**src/rtl/mode3_exp_ctrl.sv**
```systemverilog
// Sequencer for the 4-lane mode-3 exponent stage: SRAM read -> exp lanes -> output FIFO -> SRAM write.
// Define MODE3_CTRL_PERF_EN to add the cyc_cnt/stall_cnt performance counters.
module mode3_exp_ctrl #(
  parameter int DW      = 16,
  parameter int AW      = 10,
  parameter int LW      = 16,
  parameter int EXP_LAT = 1,
  parameter int FIFO_D  = 4
) (
  input  logic            clk,
  input  logic            reset,
  input  logic            start,
  input  logic [LW-1:0]   len,
  input  logic [AW-1:0]   src_base,
  input  logic [AW-1:0]   dst_base,
  output logic            rd_en,
  output logic [AW-1:0]   rd_addr,
  input  logic [4*DW-1:0] rd_data,
  output logic [4*DW-1:0] exp_inp,
  input  logic [4*DW-1:0] exp_outp,
  output logic            wr_en,
  input  logic            wr_ready,
  output logic [AW-1:0]   wr_addr,
  output logic [4*DW-1:0] wr_data,
  output logic [3:0]      wr_mask,
  output logic            busy,
  output logic            done
`ifdef MODE3_CTRL_PERF_EN
  ,
  output logic [31:0]     cyc_cnt,
  output logic [31:0]     stall_cnt
`endif
);

  // Write handshake: a beat moves on every cycle where wr_en && wr_ready; wr_en stays high
  // while the FIFO holds data and wr_data/wr_mask are stable until the beat is taken.
  localparam int BW = 4 * DW;
  localparam int PW = (FIFO_D > 1) ? $clog2(FIFO_D) : 1;
  localparam int CW = $clog2(FIFO_D + 1);
  localparam logic [PW-1:0] PTR_LAST = PW'(FIFO_D - 1);

  typedef enum logic [1:0] {S_IDLE, S_RUN, S_DRAIN, S_DONE} state_t;

  state_t        state, state_nx;
  logic [AW-1:0] src_q, dst_q, wr_idx;
  logic [LW-1:0] nbeats_q, rd_idx;
  logic [1:0]    rem_q;
  logic [CW-1:0] inflight, fifo_count;
  logic [EXP_LAT:0] pipe_v;
  logic [3:0]    pipe_m [EXP_LAT+1];
  logic [BW+3:0] fifo_mem [FIFO_D];
  logic [PW-1:0] rd_ptr, wr_ptr;
  logic [BW+3:0] head;
  logic [3:0]    cur_mask;
  logic          accept, last_beat, last_rd, push, pop, fifo_empty, drain_done;

  assign accept     = start && (state == S_IDLE);
  assign last_beat  = (rd_idx == nbeats_q - LW'(1));
  assign rd_en      = (state == S_RUN) &&
                      (({1'b0, inflight} + {1'b0, fifo_count}) < (CW+1)'(FIFO_D));
  assign last_rd    = rd_en && last_beat;
  assign rd_addr    = src_q + AW'(rd_idx);
  assign push       = pipe_v[EXP_LAT];
  assign fifo_empty = (fifo_count == '0);
  assign wr_en      = !fifo_empty;
  assign pop        = wr_en && wr_ready;
  assign head       = fifo_mem[rd_ptr];
  assign wr_data    = wr_en ? head[BW-1:0] : '0;
  assign wr_mask    = wr_en ? head[BW+3:BW] : '0;
  assign wr_addr    = dst_q + wr_idx;
  assign busy       = (state != S_IDLE);
  assign done       = (state == S_DONE);
  // The last FIFO entry leaving this cycle counts as empty so done follows the final write directly.
  assign drain_done = (inflight == '0) && (fifo_empty || (fifo_count == CW'(1) && pop));

  always_comb begin
    cur_mask = 4'hF;
    if (last_beat) begin
      case (rem_q)
        2'd1:    cur_mask = 4'b0001;
        2'd2:    cur_mask = 4'b0011;
        2'd3:    cur_mask = 4'b0111;
        default: cur_mask = 4'hF;
      endcase
    end
  end

  // rd_data is the SRAM's own output register; stage 0 of the tracking pipe marks it valid.
  always_comb begin
    exp_inp = '0;
    for (int i = 0; i < 4; i++) begin
      if (pipe_v[0] && pipe_m[0][i]) exp_inp[i*DW +: DW] = rd_data[i*DW +: DW];
    end
  end

  always_comb begin
    state_nx = state;
    unique case (state)
      S_IDLE:  if (start) state_nx = (len != '0) ? S_RUN : S_DONE;
      S_RUN:   if (last_rd) state_nx = S_DRAIN;
      S_DRAIN: if (drain_done) state_nx = S_DONE;
      S_DONE:  state_nx = S_IDLE;
      default: state_nx = S_IDLE;
    endcase
  end

  always_ff @(posedge clk or posedge reset) begin
    if (reset) begin
      state      <= S_IDLE;
      src_q      <= '0;
      dst_q      <= '0;
      nbeats_q   <= '0;
      rem_q      <= '0;
      rd_idx     <= '0;
      wr_idx     <= '0;
      inflight   <= '0;
      fifo_count <= '0;
      rd_ptr     <= '0;
      wr_ptr     <= '0;
      pipe_v     <= '0;
      for (int i = 0; i <= EXP_LAT; i++) pipe_m[i] <= '0;
    end else begin
      state <= state_nx;
      if (accept) begin
        src_q    <= src_base;
        dst_q    <= dst_base;
        nbeats_q <= LW'(({1'b0, len} + (LW+1)'(3)) >> 2);
        rem_q    <= len[1:0];
        rd_idx   <= '0;
        wr_idx   <= '0;
      end else begin
        if (rd_en) rd_idx <= rd_idx + LW'(1);
        if (pop)   wr_idx <= wr_idx + AW'(1);
      end
      pipe_v[0] <= rd_en;
      pipe_m[0] <= cur_mask;
      for (int i = 1; i <= EXP_LAT; i++) begin
        pipe_v[i] <= pipe_v[i-1];
        pipe_m[i] <= pipe_m[i-1];
      end
      if (rd_en && !push)      inflight <= inflight + CW'(1);
      else if (!rd_en && push) inflight <= inflight - CW'(1);
      if (push) wr_ptr <= (wr_ptr == PTR_LAST) ? '0 : wr_ptr + PW'(1);
      if (pop)  rd_ptr <= (rd_ptr == PTR_LAST) ? '0 : rd_ptr + PW'(1);
      if (push && !pop)      fifo_count <= fifo_count + CW'(1);
      else if (!push && pop) fifo_count <= fifo_count - CW'(1);
    end
  end

  always_ff @(posedge clk) begin
    if (push) fifo_mem[wr_ptr] <= {pipe_m[EXP_LAT], exp_outp};
  end

  // Issue credit keeps inflight + fifo_count <= FIFO_D, so a push into a full FIFO is a design bug.
  assert property (@(posedge clk) disable iff (reset)
    !(push && !pop && (fifo_count == CW'(FIFO_D))));

`ifdef MODE3_CTRL_PERF_EN
  always_ff @(posedge clk or posedge reset) begin
    if (reset) begin
      cyc_cnt   <= '0;
      stall_cnt <= '0;
    end else if (accept) begin
      cyc_cnt   <= '0;
      stall_cnt <= '0;
    end else begin
      if (busy)               cyc_cnt   <= cyc_cnt + 32'd1;
      if (wr_en && !wr_ready) stall_cnt <= stall_cnt + 32'd1;
    end
  end
`endif

endmodule

```
**config.mk**
```make
export PLATFORM = sky130hd
export DESIGN_NAME = mode3_exp_ctrl
export DESIGN_NICKNAME = d
export VERILOG_FILES = /design/src/rtl/mode3_exp_ctrl.sv
export SDC_FILE = /design/constraint.sdc
export NUM_CORES = 1
export LEC_CHECK = 0
export ABC_AREA = 1
export CAP_MARGIN = 20
export CELL_PAD_IN_SITES_DETAIL_PLACEMENT = 2
export CELL_PAD_IN_SITES_GLOBAL_PLACEMENT = 2
export CORE_UTILIZATION = 29
export DETAILED_ROUTE_END_ITERATION = 7
export HOLD_SLACK_MARGIN = 0.02
export PLACE_DENSITY = 0.84
export SLEW_MARGIN = 25
export SYNTH_ARGS = -nofsm -noshare
export SYNTH_HDL_FRONTEND = slang
export SYNTH_SLANG_ARGS = --single-unit
export TNS_END_PERCENT = 5
```
**constraint.sdc**
```tcl
create_clock -name clk -period 2.5 [get_ports clk]
set_input_delay 0.25 -clock clk [delete_from_list [all_inputs] [get_ports clk]]
set_output_delay 0.25 -clock clk [all_outputs]
set_load 0.02 [all_outputs]
```
# Word level (Yosys, flattened, before mapping)

Memory sizes are Yosys's and may differ from the RTL's.
Cells that the tools add are included.

Bits in registers: 85
Bits in writable memories: 272
Input port bits: 168
Output and inout bits: 156
Logic and storage cells: 96
Memories: 1

Memory list:

| name     | depth | bits a word | read ports | clocked after Yosys merged registers in | wr ports | RTL line | text |
|---|---|---|---|---|---|---|---|
| fifo_mem | 4     | 68          | 1          | 0                                       | 1        | 51       | `logic [BW+3:0] fifo_mem [FIFO_D];` |

Add/subtract/negate cells: 13
Order comparisons: 1
Eq/ne operators: 13
Mux-type cells: 25
Reduce and logical (&&, ||, !) cells: 29

Operators by type and width:

| kind                                                                 | number |
|---|---|
| 16-bit two-way mux                                                   | 6 |
| 64-bit two-way mux                                                   | 1 |
| 10-bit adder                                                         | 2 |
| 10-bit two-way mux                                                   | 2 |
| 16-bit by 2-bit adder with 17-bit output, second input constant      | 1 |
| 16-bit by 1-bit adder with 16-bit output, second input constant      | 1 |
| 16-bit == test                                                       | 1 |
| 16-bit nonzero test                                                  | 1 |
| 15-bit by 1-bit subtractor with 16-bit output, second input constant | 1 |
| 1-bit logical AND                                                    | 14 |
| 2-bit == test, second input constant                                 | 6 |
| 2-bit two-way mux                                                    | 6 |
| 3-bit two-way mux                                                    | 4 |
| 4-bit one-hot mux with 3 select lines                                | 1 |
| 10-bit by 1-bit adder with 10-bit output, second input constant      | 1 |
| 2-bit nonzero test                                                   | 5 |
| 4-bit two-way mux                                                    | 2 |
| 2-bit one-hot mux with 4 select lines                                | 1 |
| 3-bit by 1-bit adder with 3-bit output, second input constant        | 2 |
| 3-bit zero test                                                      | 2 |
| 2-bit inequality test, second input constant                         | 3 |
| 3-bit by 1-bit subtractor with 3-bit output, second input constant   | 2 |
| 2-bit by 1-bit adder with 2-bit output, second input constant        | 2 |
| 3-bit by 3-bit adder with 4-bit output                               | 1 |
| 8 further kinds                                                      | 13 |

# Longest topological paths before layout

Gate-level depths: netlist of the first run.

Word-level depth: 8
Mapped depth: 16
Mapped depth without buffers: 16

# Worst setup path after synthesis of the first run

OpenSTA, ideal clock, no wires.

Path type: register to register
Start: register wr_ptr[0]
End: memory fifo_mem[0][0] (netlist bit), enable pin
Library setup time: 0.422 ns
Arrival: 2.007 ns
Required time: 2.078 ns
Setup slack: 0.071 ns
Cell stages (with the launch flop): 5
Path buffers: 0
Period minus slack after synthesis: 2.429 ns
Cells stage by stage: dfrtp_1 inv_1 ha_1 nand2_1 inv_1

RTL lines:

| item                   | RTL line | text |
|---|---|---|
| from (decl)            | 52       | `logic [PW-1:0] rd_ptr, wr_ptr;` |
| from (signal assigned) | 143      | `if (push) wr_ptr <= (wr_ptr == PTR_LAST) ? '0 : wr_ptr + PW'(1);` |
| to (decl)              | 51       |  |

Straight into the memory's write port.

# Worst setup path after layout of the first run

Start: register src_q[0]
End: output rd_addr[8]

Word-level cells in the longest chain between the ends: 1

Ends and longest elaborated chain:

| item                   | RTL line | text |
|---|---|---|
| from (decl)            | 45       | `logic [AW-1:0] src_q, dst_q, wr_idx;` |
| from (signal assigned) | 125      | `src_q <= src_base;` |
| 10-bit adder           | 62       | `assign rd_addr = src_q + AW'(rd_idx);` |
| to (decl)              | 17       | `output logic [AW-1:0] rd_addr,` |

No other way between the ends.

==> metrics.md, run 1 <==
| Metric | Value |
|---|---|
| Vias per std cell | `4.77` |
| Die Height | `between 200 and 250 um` |
| Largest family of logic cells by synthesized area | `simple AND/OR/NAND/NOR gates` |
| Clock power frac | `0.242` |
| Critical path depth | `13` |
| CTS max path bufs | `3` |
| Synth Area in XOR/XNOR | `0.0222` |
| H-tree depth | `2` |
| Cell mode on critical path | `nand2_1` |
| Internal Power | `15.0 mW` |
| Drt drc | `0` |
| Post-synthesis compound-gate area fraction | `0.0905` |
| Crit path max fanout | `2` |
| Seq/Total Area, Yosys | `0.622` |
| Tightest Hold Check Type | `in2reg` |
| Die W | `between 200 and 250 um` |
| Synth Area per Inst | `roughly 10 sq um` |
| Cell family with most CP delay | `adder cells` |
| I/O pin total | `around 320` |
| Port Buffers | `around 320` |
| Syn_nets | `1891` |
| #FFs+latches synth | `between 300 and 400` |
| Fmax | `between 0.3 and 0.4 GHz` |
| Number of synthesized flops with an enable pin | `272` |
| Simple-Gate Fraction of Synth Area | `0.175` |
| Drt first pass iters | `4` |
| Critical path class | `reg2out` |
| Static Leak | `slightly above 9 nW` |
| CP endpoint kind | `output pin` |
| Pin count of the biggest net entering global routing | `69` |
| Top FF cell, synth | `edfxtp_1` |
| Rows | `between 80 and 90` |
| Sequential power share | `0.303` |
| First DRT Iteration DRCs | `513` |
| Area growth syn-to-layout | `37.0%` |
| DP Worst Slack | `-280 ps` |
| Synth Cell Area | `around 0.017 sq mm` |
| Number of buffers and inverters on the critical path | `3` |
| Die area | `0.0580 sq mm` |
| Unrepaired setup endpoints after global routing | `yes` |
| Routability cong. | `between 0.8 and 0.9` |
| Post-route ant nets | `0` |
| Root Driver | `clkbuf_16` |
| VDD IR-drop max | `0.000639 V` |
| Initial Util | `0.293` |
| Async set-reset flop share out of synthesis | `0.238` |
| Hold Path Cell Cnt | `3` |
| Antenna violations before repair | `7` |
| First-pass GRT wire length | `around 88000 um` |
| TritonCTS clock tree | `built` |
| Sw Share | `0.409` |
| Clock Sinks | `357` |
| DR vias | `13600` |
| Vias in the first global route | `about 16000` |
| Post-synthesis adder-cell area fraction | `0.0346` |
| Crit-path cells | `ha_2 -> inv_2 -> fa_2 -> o21ai_2 -> nand2_1 -> nand2_1 -> a21oi_2 -> o21bai_1 -> a21oi_2 -> buf_4 -> nand2_1 -> nand2_1 -> buf_2` |
| Setup Skew | `19.8 ps` |
| Core ar. | `~0.056 sq mm` |
| GRT Total Usage | `0.196` |
| Critical Path RT | `~2300 ps` |
| Post-Route WL | `~58000 um` |
| Final HPWL from detailed placement | `around 40000 um` |
| Slowest-stage cell, CP | `dfrtp_1` |
| Worst Tran Pin Value | `slightly above 600 ps` |
| Synth Warn # | `0` |
| CP peak stage delay | `around 360 ps` |
| Total CTS buffers | `43` |
| Fin worst setup slack | `-254 ps` |
| Layout Utilization | `0.402` |
| Fin nets | `~2300` |
| Worst R2R Path Depth | `12` |
| Grt ovf | `0` |
| Failing checks | `setup timing` |
| Post-synthesis mux area share | `0.000681` |
| Final worst path period need | `2750 ps` |
| Status | `finished with violations` |
| Power Density | `roughly 1100 mW/mm^2` |
| Setup violators final | `8` |
| Fin. max-slew vios | `0` |
| Max_cap viols | `0` |
| WL/cell | `between 20 and 25 um` |
| Critical path startpoint category | `flip-flop` |
| Net Sw Power | `~10 mW` |
| Hold Fails Final Rpt | `0` |
| Yosys cell types | `45` |
| WP data arrival | `2500 ps` |
| Share of layout cells above drive strength 1 | `0.146` |
| Final period utilization | `1.10` |
| Worst-path clk slew | `50 ps` |
| Mapped Cells | `approximately 1700` |
| Worst slew margin | `0.587` |
| Clock Latency Late Sink | `about 560 ps` |
| Combinational power share | `0.455` |
state kept, by name (all words and copies together) (netlist names):
signal,flops
dst_q,10
rd_ptr,2
nbeats_q,15
fifo_mem,272
pipe_m,8
state,2
rem_q,2
rd_idx,16
wr_idx,10
fifo_count,3
pipe_v,2
inflight,3
wr_ptr,2
src_q,10
what timing repair did:
| item | CTS | global route |
|---|---|---|
| endpoints found under the hold margin | 2 | 0 |
| pin swaps | 11 | 9 |
| hold buffers | 1 | 0 |
| gates resized for setup | 262 | 96 |
| buffers inserted | 5 | 1 |
| endpoints found under the setup margin | 122 | 114 |
tightest hold or removal path, stage by stage:
cell and delay (ps):
clkdlybuf4s50_1 390, nand2_1 70, nand2_1 40
power groups by stage:
stage | registers (mW) | logic, mW | clock network (mW)
6_report | 7.70 | 11.5 | 6.14
5_1_grt | 7.77 | 12.6 | 6.52
4_1_cts | 7.70 | 11.9 | 6.33
3_5_place_dp | 7.77 | 12.1 | 0
3_3_place_gp | 7.70 | 11.5 | 0
2_1_floorplan | 7.62 | 6.40 | 0
stage by stage:
stage          power, mW  hold WS, ps  area (sq um)  setup TNS (ps)  std cells
5_1_grt             26.9          227         22700           -3660       2845
2_1_floorplan       14.0          349         16500               0       1679
4_1_cts             25.9          212         22800           -2420       2844
6_report            25.4          255         22700            -810       2848
3_3_place_gp        19.2          368         21300            -391       2762
3_5_place_dp        19.9          366         21300            -968       2762
logic make-up (layout without fill, tap and decap cells):
logic type / Yosys count / count (layout)
compound gates: 293 / 293
xor+xnor: 42 / 42
fa+ha+maj: 44 / 44
buf+inv: 237 / 647
flops: 357 / 357
mux: 1 / 1
other cells: 1 / 4
simple gates: 704 / 704
metal layers:
layer,track usage,share of wire,wire length [um]
met5,0,0.00076,44
met3,0.0424,0.047,2720
met4,0.0426,0.016,936
met1,0.217,0.40,22800
met2,0.380,0.54,31100
layout by cell type (no fill, tap or decap), types with 5 or more instances in the layout:
master | netlist | routed
edfxtp_1 | 272 | 272
buf_6 | 0 | 6
clkdlybuf4s50_1 | 0 | 235
buf_2 | 2 | 19
clkbuf_2 | 1 | 35
o21ai_1 | 6 | 8
a21oi_2 | 0 | 12
nand3_1 | 45 | 45
nor3_1 | 10 | 10
xnor2_1 | 21 | 21
nand2_1 | 209 | 205
clkinv_2 | 0 | 14
buf_4 | 1 | 68
nand4_1 | 10 | 10
o21ai_0 | 175 | 170
dfrtp_1 | 85 | 82
nand2_2 | 6 | 9
clkbuf_16 | 0 | 43
nor2_2 | 6 | 8
ha_4 | 0 | 6
buf_12 | 0 | 18
nor4_1 | 5 | 5
xor2_1 | 21 | 19
clkinv_1 | 1 | 6
nor2_4 | 6 | 7
ha_1 | 41 | 33
a21oi_1 | 99 | 87
inv_2 | 4 | 7
inv_1 | 161 | 153
clkbuf_1 | 61 | 9
nor2_1 | 396 | 393
clkdlybuf4s15_2 | 0 | 15
cells in the mapped netlist (2+ instances only):
cell type / count / area, sq um
a21o_1: 2 / 15.0
a21oi_1: 99 / 495
a31oi_1: 3 / 18.8
buf_1: 6 / 22.5
buf_2: 2 / 10.0
clkbuf_1: 61 / 229
dfrtp_1: 85 / 2130
edfxtp_1: 272 / 8170
fa_1: 3 / 60.1
ha_1: 41 / 513
inv_1: 161 / 604
inv_2: 4 / 15.0
nand2_1: 209 / 785
nand2_2: 6 / 37.5
nand3_1: 45 / 225
nand4_1: 10 / 62.6
nor2_1: 396 / 1490
nor2_2: 6 / 37.5
nor2_4: 6 / 67.6
nor3_1: 10 / 50.1
nor3_2: 3 / 30.0
nor4_1: 5 / 31.3
o2111ai_1: 2 / 17.5
o21ai_0: 175 / 876
o21ai_1: 6 / 30.0
o21bai_1: 2 / 15.0
xnor2_1: 21 / 184
xor2_1: 21 / 184
worst paths after layout:
| path | start | to | slack [ps] |
|---|---|---|---|
| max | src_q[0]$_DFFE_PP0P_ | rd_addr[8] | -250 |
| min | src_base[6] | src_q[6]$_DFFE_PP0P_ | 250 |
| max reg2reg | state[1]$_DFFE_PP0P_ | inflight[2]$_DFFE_PP0P_ | 100 |
| min reg2reg | pipe_m[7]$_DFF_PP0_ | pipe_m[3]$_DFF_PP0_ | 390 |
| max in group asynchronous | reset | fifo_count[0]$_DFFE_PP0P_ | 1330 |
| min in group asynchronous | reset | rd_ptr[0]$_DFFE_PP0P_ | 590 |
layout make-up:
cell class | count | area [sq um]
inverter | 166 | 631
timing repair buffer | 404 | 3840
clock inverter | 23 | 240
antenna | 3 | 7.51
fill | 6042 | 33700
clock buffer | 54 | 1140
multi-input combinational | 1085 | 5560
sequential | 357 | 10300
tap | 756 | 946
Note: power is estimated with default switching activity, not from simulation.
==> run 2, diff against run 1 <==
Settings changed: CAP_MARGIN 20 to not set.
==> results of run 2 <==
Same layout as run 1: the final DEF is identical, and so are final timing and power.
==> run 3, diff against run 2 <==
Settings changed: SKIP_LAST_GASP set to 1.
==> run 3 against run 2 <==
- the run still ends with setup timing left
- wire length fell by 0.80%
- clock power about the same
- non-clock buffer count fell by 1
==> metrics.md, run 3 (synthesis results as in run 1) <==
| Metric | Value |
|---|---|
| Status | `finished with violations` |
| Failing checks | `setup timing` |
| WHS | `around 260 ps` |
| Vias in the first global route | `roughly 15000` |
| Net Sw Power | `slightly above 10 mW` |
| Placed Instances | `between 2000 and 3000` |
| Combinational power share | `0.460` |
| TritonCTS clock tree | `built` |
| Finished layout cell area | `roughly 0.023 sq mm` |
| Routability cong. | `0.803` |
| Pin count of the biggest net entering global routing | `69` |
| Pwr Total | `25.6 mW` |
| First-pass GRT wire length | `just under 90000 um` |
| Drt drc | `0` |
| First DRT Iteration DRCs | `approximately 480` |
| Die area | `about 0.058 sq mm` |
| Static Leak | `around 9.1 nW` |
| Clock Latency Late Sink | `around 560 ps` |
| Critical path class | `reg2out` |
| Setup Skew | `about 21 ps` |
| Fin. max-slew vios | `0` |
| Crit path max fanout | `a little over 50` |
| WL/cell | `20.1 um` |
| DR vias | `between 10000 and 15000` |
| Tightest Hold Check Type | `in2reg` |
| Setup violators final | `70` |
| DP Worst Slack | `-280 ps` |
| I/O pin total | `~320` |
| Grt ovf | `0` |
| Antenna violations before repair | `8` |
| VDD IR-drop max | `0.000636 V` |
| Die W | `between 200 and 250 um` |
| Area growth syn-to-layout | `37.2%` |
| Vias per std cell | `4.78` |
| Fmax | `between 0.3 and 0.4 GHz` |
| Max_cap viols | `0` |
| Commonest cells after routing, fill and taps aside | `nor2_1 (396), clkdlybuf4s50_1 (273), edfxtp_1 (272)` |
| Internal Power | `15.3 mW` |
| Final period utilization | `1.12` |
| Biggest regs | `fifo_mem: 272 flops, rd_idx: 16 flops, nbeats_q: 15 flops` |
| Unrepaired setup endpoints after global routing | `yes` |
| Sequential power share | `0.300` |
| Worst Tran Pin Value | `622 ps` |
| Post-route ant nets | `0` |
| Clock Sinks | `approximately 360` |
| H-tree depth | `2` |
| Drt first pass iters | `6` |
| Hold Fails Final Rpt | `0` |
| Critical Path RT | `about 2300 ps` |
| Post-Route WL | `around 57000 um` |
| Worst-path clk slew | `roughly 60 ps` |
| Layout Utilization | `0.402` |
| Largest register FFs | `272` |
| Placed inst area | `0.0213 sq mm` |
| Clock power frac | `0.240` |
| Sw Share | `0.401` |
| Power Density | `around 1100 mW/mm^2` |
| Share of layout cells above drive strength 1 | `0.101` |
| Core ar. | `roughly 0.056 sq mm` |
| Fin worst setup slack | `-296 ps` |
| Setup TNS | `-9750 ps` |
| GRT Total Usage | `0.195` |
| Worst slew margin | `0.585` |
| CP endpoint kind | `output pin` |
| Fin nets | `2268` |
| Final worst path period need | `between 2000 and 3000 ps` |
| Root Driver | `clkbuf_16` |
| Finished Layout Cells | `~2800` |
| Initial Util | `0.293` |
| Biggest register | `fifo_mem` |
| Commonest non-fill, non-tap cell in the layout | `nor2_1` |
| Final HPWL from detailed placement | `40500 um` |
| CTS max path bufs | `3` |
| Rows | `between 80 and 90` |
| WP data arrival | `2550 ps` |
| Total CTS buffers | `between 40 and 50` |
| Port Buffers | `~320` |
| Critical path startpoint category | `flip-flop` |
| Die Height | `roughly 240 um` |
## run 3: changes by cell type in the layout (fill, tap and decap cells not counted), sizes merged
cell / delta
clkdlybuf4s15: -15
dlymetal6s2s: +2
dlygate4sd2: +33
clkdlybuf4s50: +38
buf: -28
clkbuf: -31
## run 3: what timing repair did
action	in CTS	in global routing
pin swaps	8	1
setup buffers	5	0
endpoints found under the setup margin	122	155
gates resized for setup	92	10
endpoints found under the hold margin	2	0
hold buffers	1	0
## run 3: area by class of cell
class / count / area, sq um
clock inverter: 23 / 240
timing repair buffer: 403 / 4010
fill: 6079 / 33700
sequential: 357 / 10300
antenna: 3 / 7.51
clock buffer: 54 / 1140
tap: 756 / 946
inverter: 166 / 631
multi-input combinational: 1085 / 5420
## run 3: path summary, 6_finish.rpt
| kind | start | endpoint | slack, ps | depth (start not counted) |
|---|---|---|---|---|
| min | src_base[6] | src_q[6]$_DFFE_PP0P_ | 260 | 3 |
| max | rd_ptr[0]$_DFFE_PP0P_ | wr_data[55] | -300 | 6 |
| max in group asynchronous | reset | fifo_count[0]$_DFFE_PP0P_ | 1330 | 4 |
| max reg2reg | state[1]$_DFFE_PP0P_ | rd_idx[14]$_DFFE_PP0P_ | 150 | 14 |
| min in group asynchronous | reset | rd_ptr[0]$_DFFE_PP0P_ | 590 | 3 |
| min reg2reg | pipe_m[7]$_DFF_PP0_ | pipe_m[3]$_DFF_PP0_ | 380 | 0 |
## run 3: power groups by stage
stage / clock network, mW / logic [mW] / registers, mW
4_1_cts: 6.33 / 12.0 / 7.68
2_1_floorplan: 0 / 6.40 / 7.62
5_1_grt: 6.52 / 12.8 / 7.75
6_report: 6.13 / 11.8 / 7.67
3_5_place_dp: 0 / 12.1 / 7.77
3_3_place_gp: 0 / 11.5 / 7.70
## run 3: critical path: stages (launching register included)
cell and delay, ps:
dfrtp_4 500, clkinv_2 120, buf_12 220, buf_12 170, o21ai_0 100, a21oi_1 180
clkdlybuf4s50_1 630
## run 3: routing by layer
layer	global-route usage	vias to the layer above	share of wire
met1	0.216	6931	0.39
met2	0.376	253	0.54
met4	0.0424	10	0.016
met3	0.0429	80	0.047
li1	-	6331	-
met5	0	-	0.0010
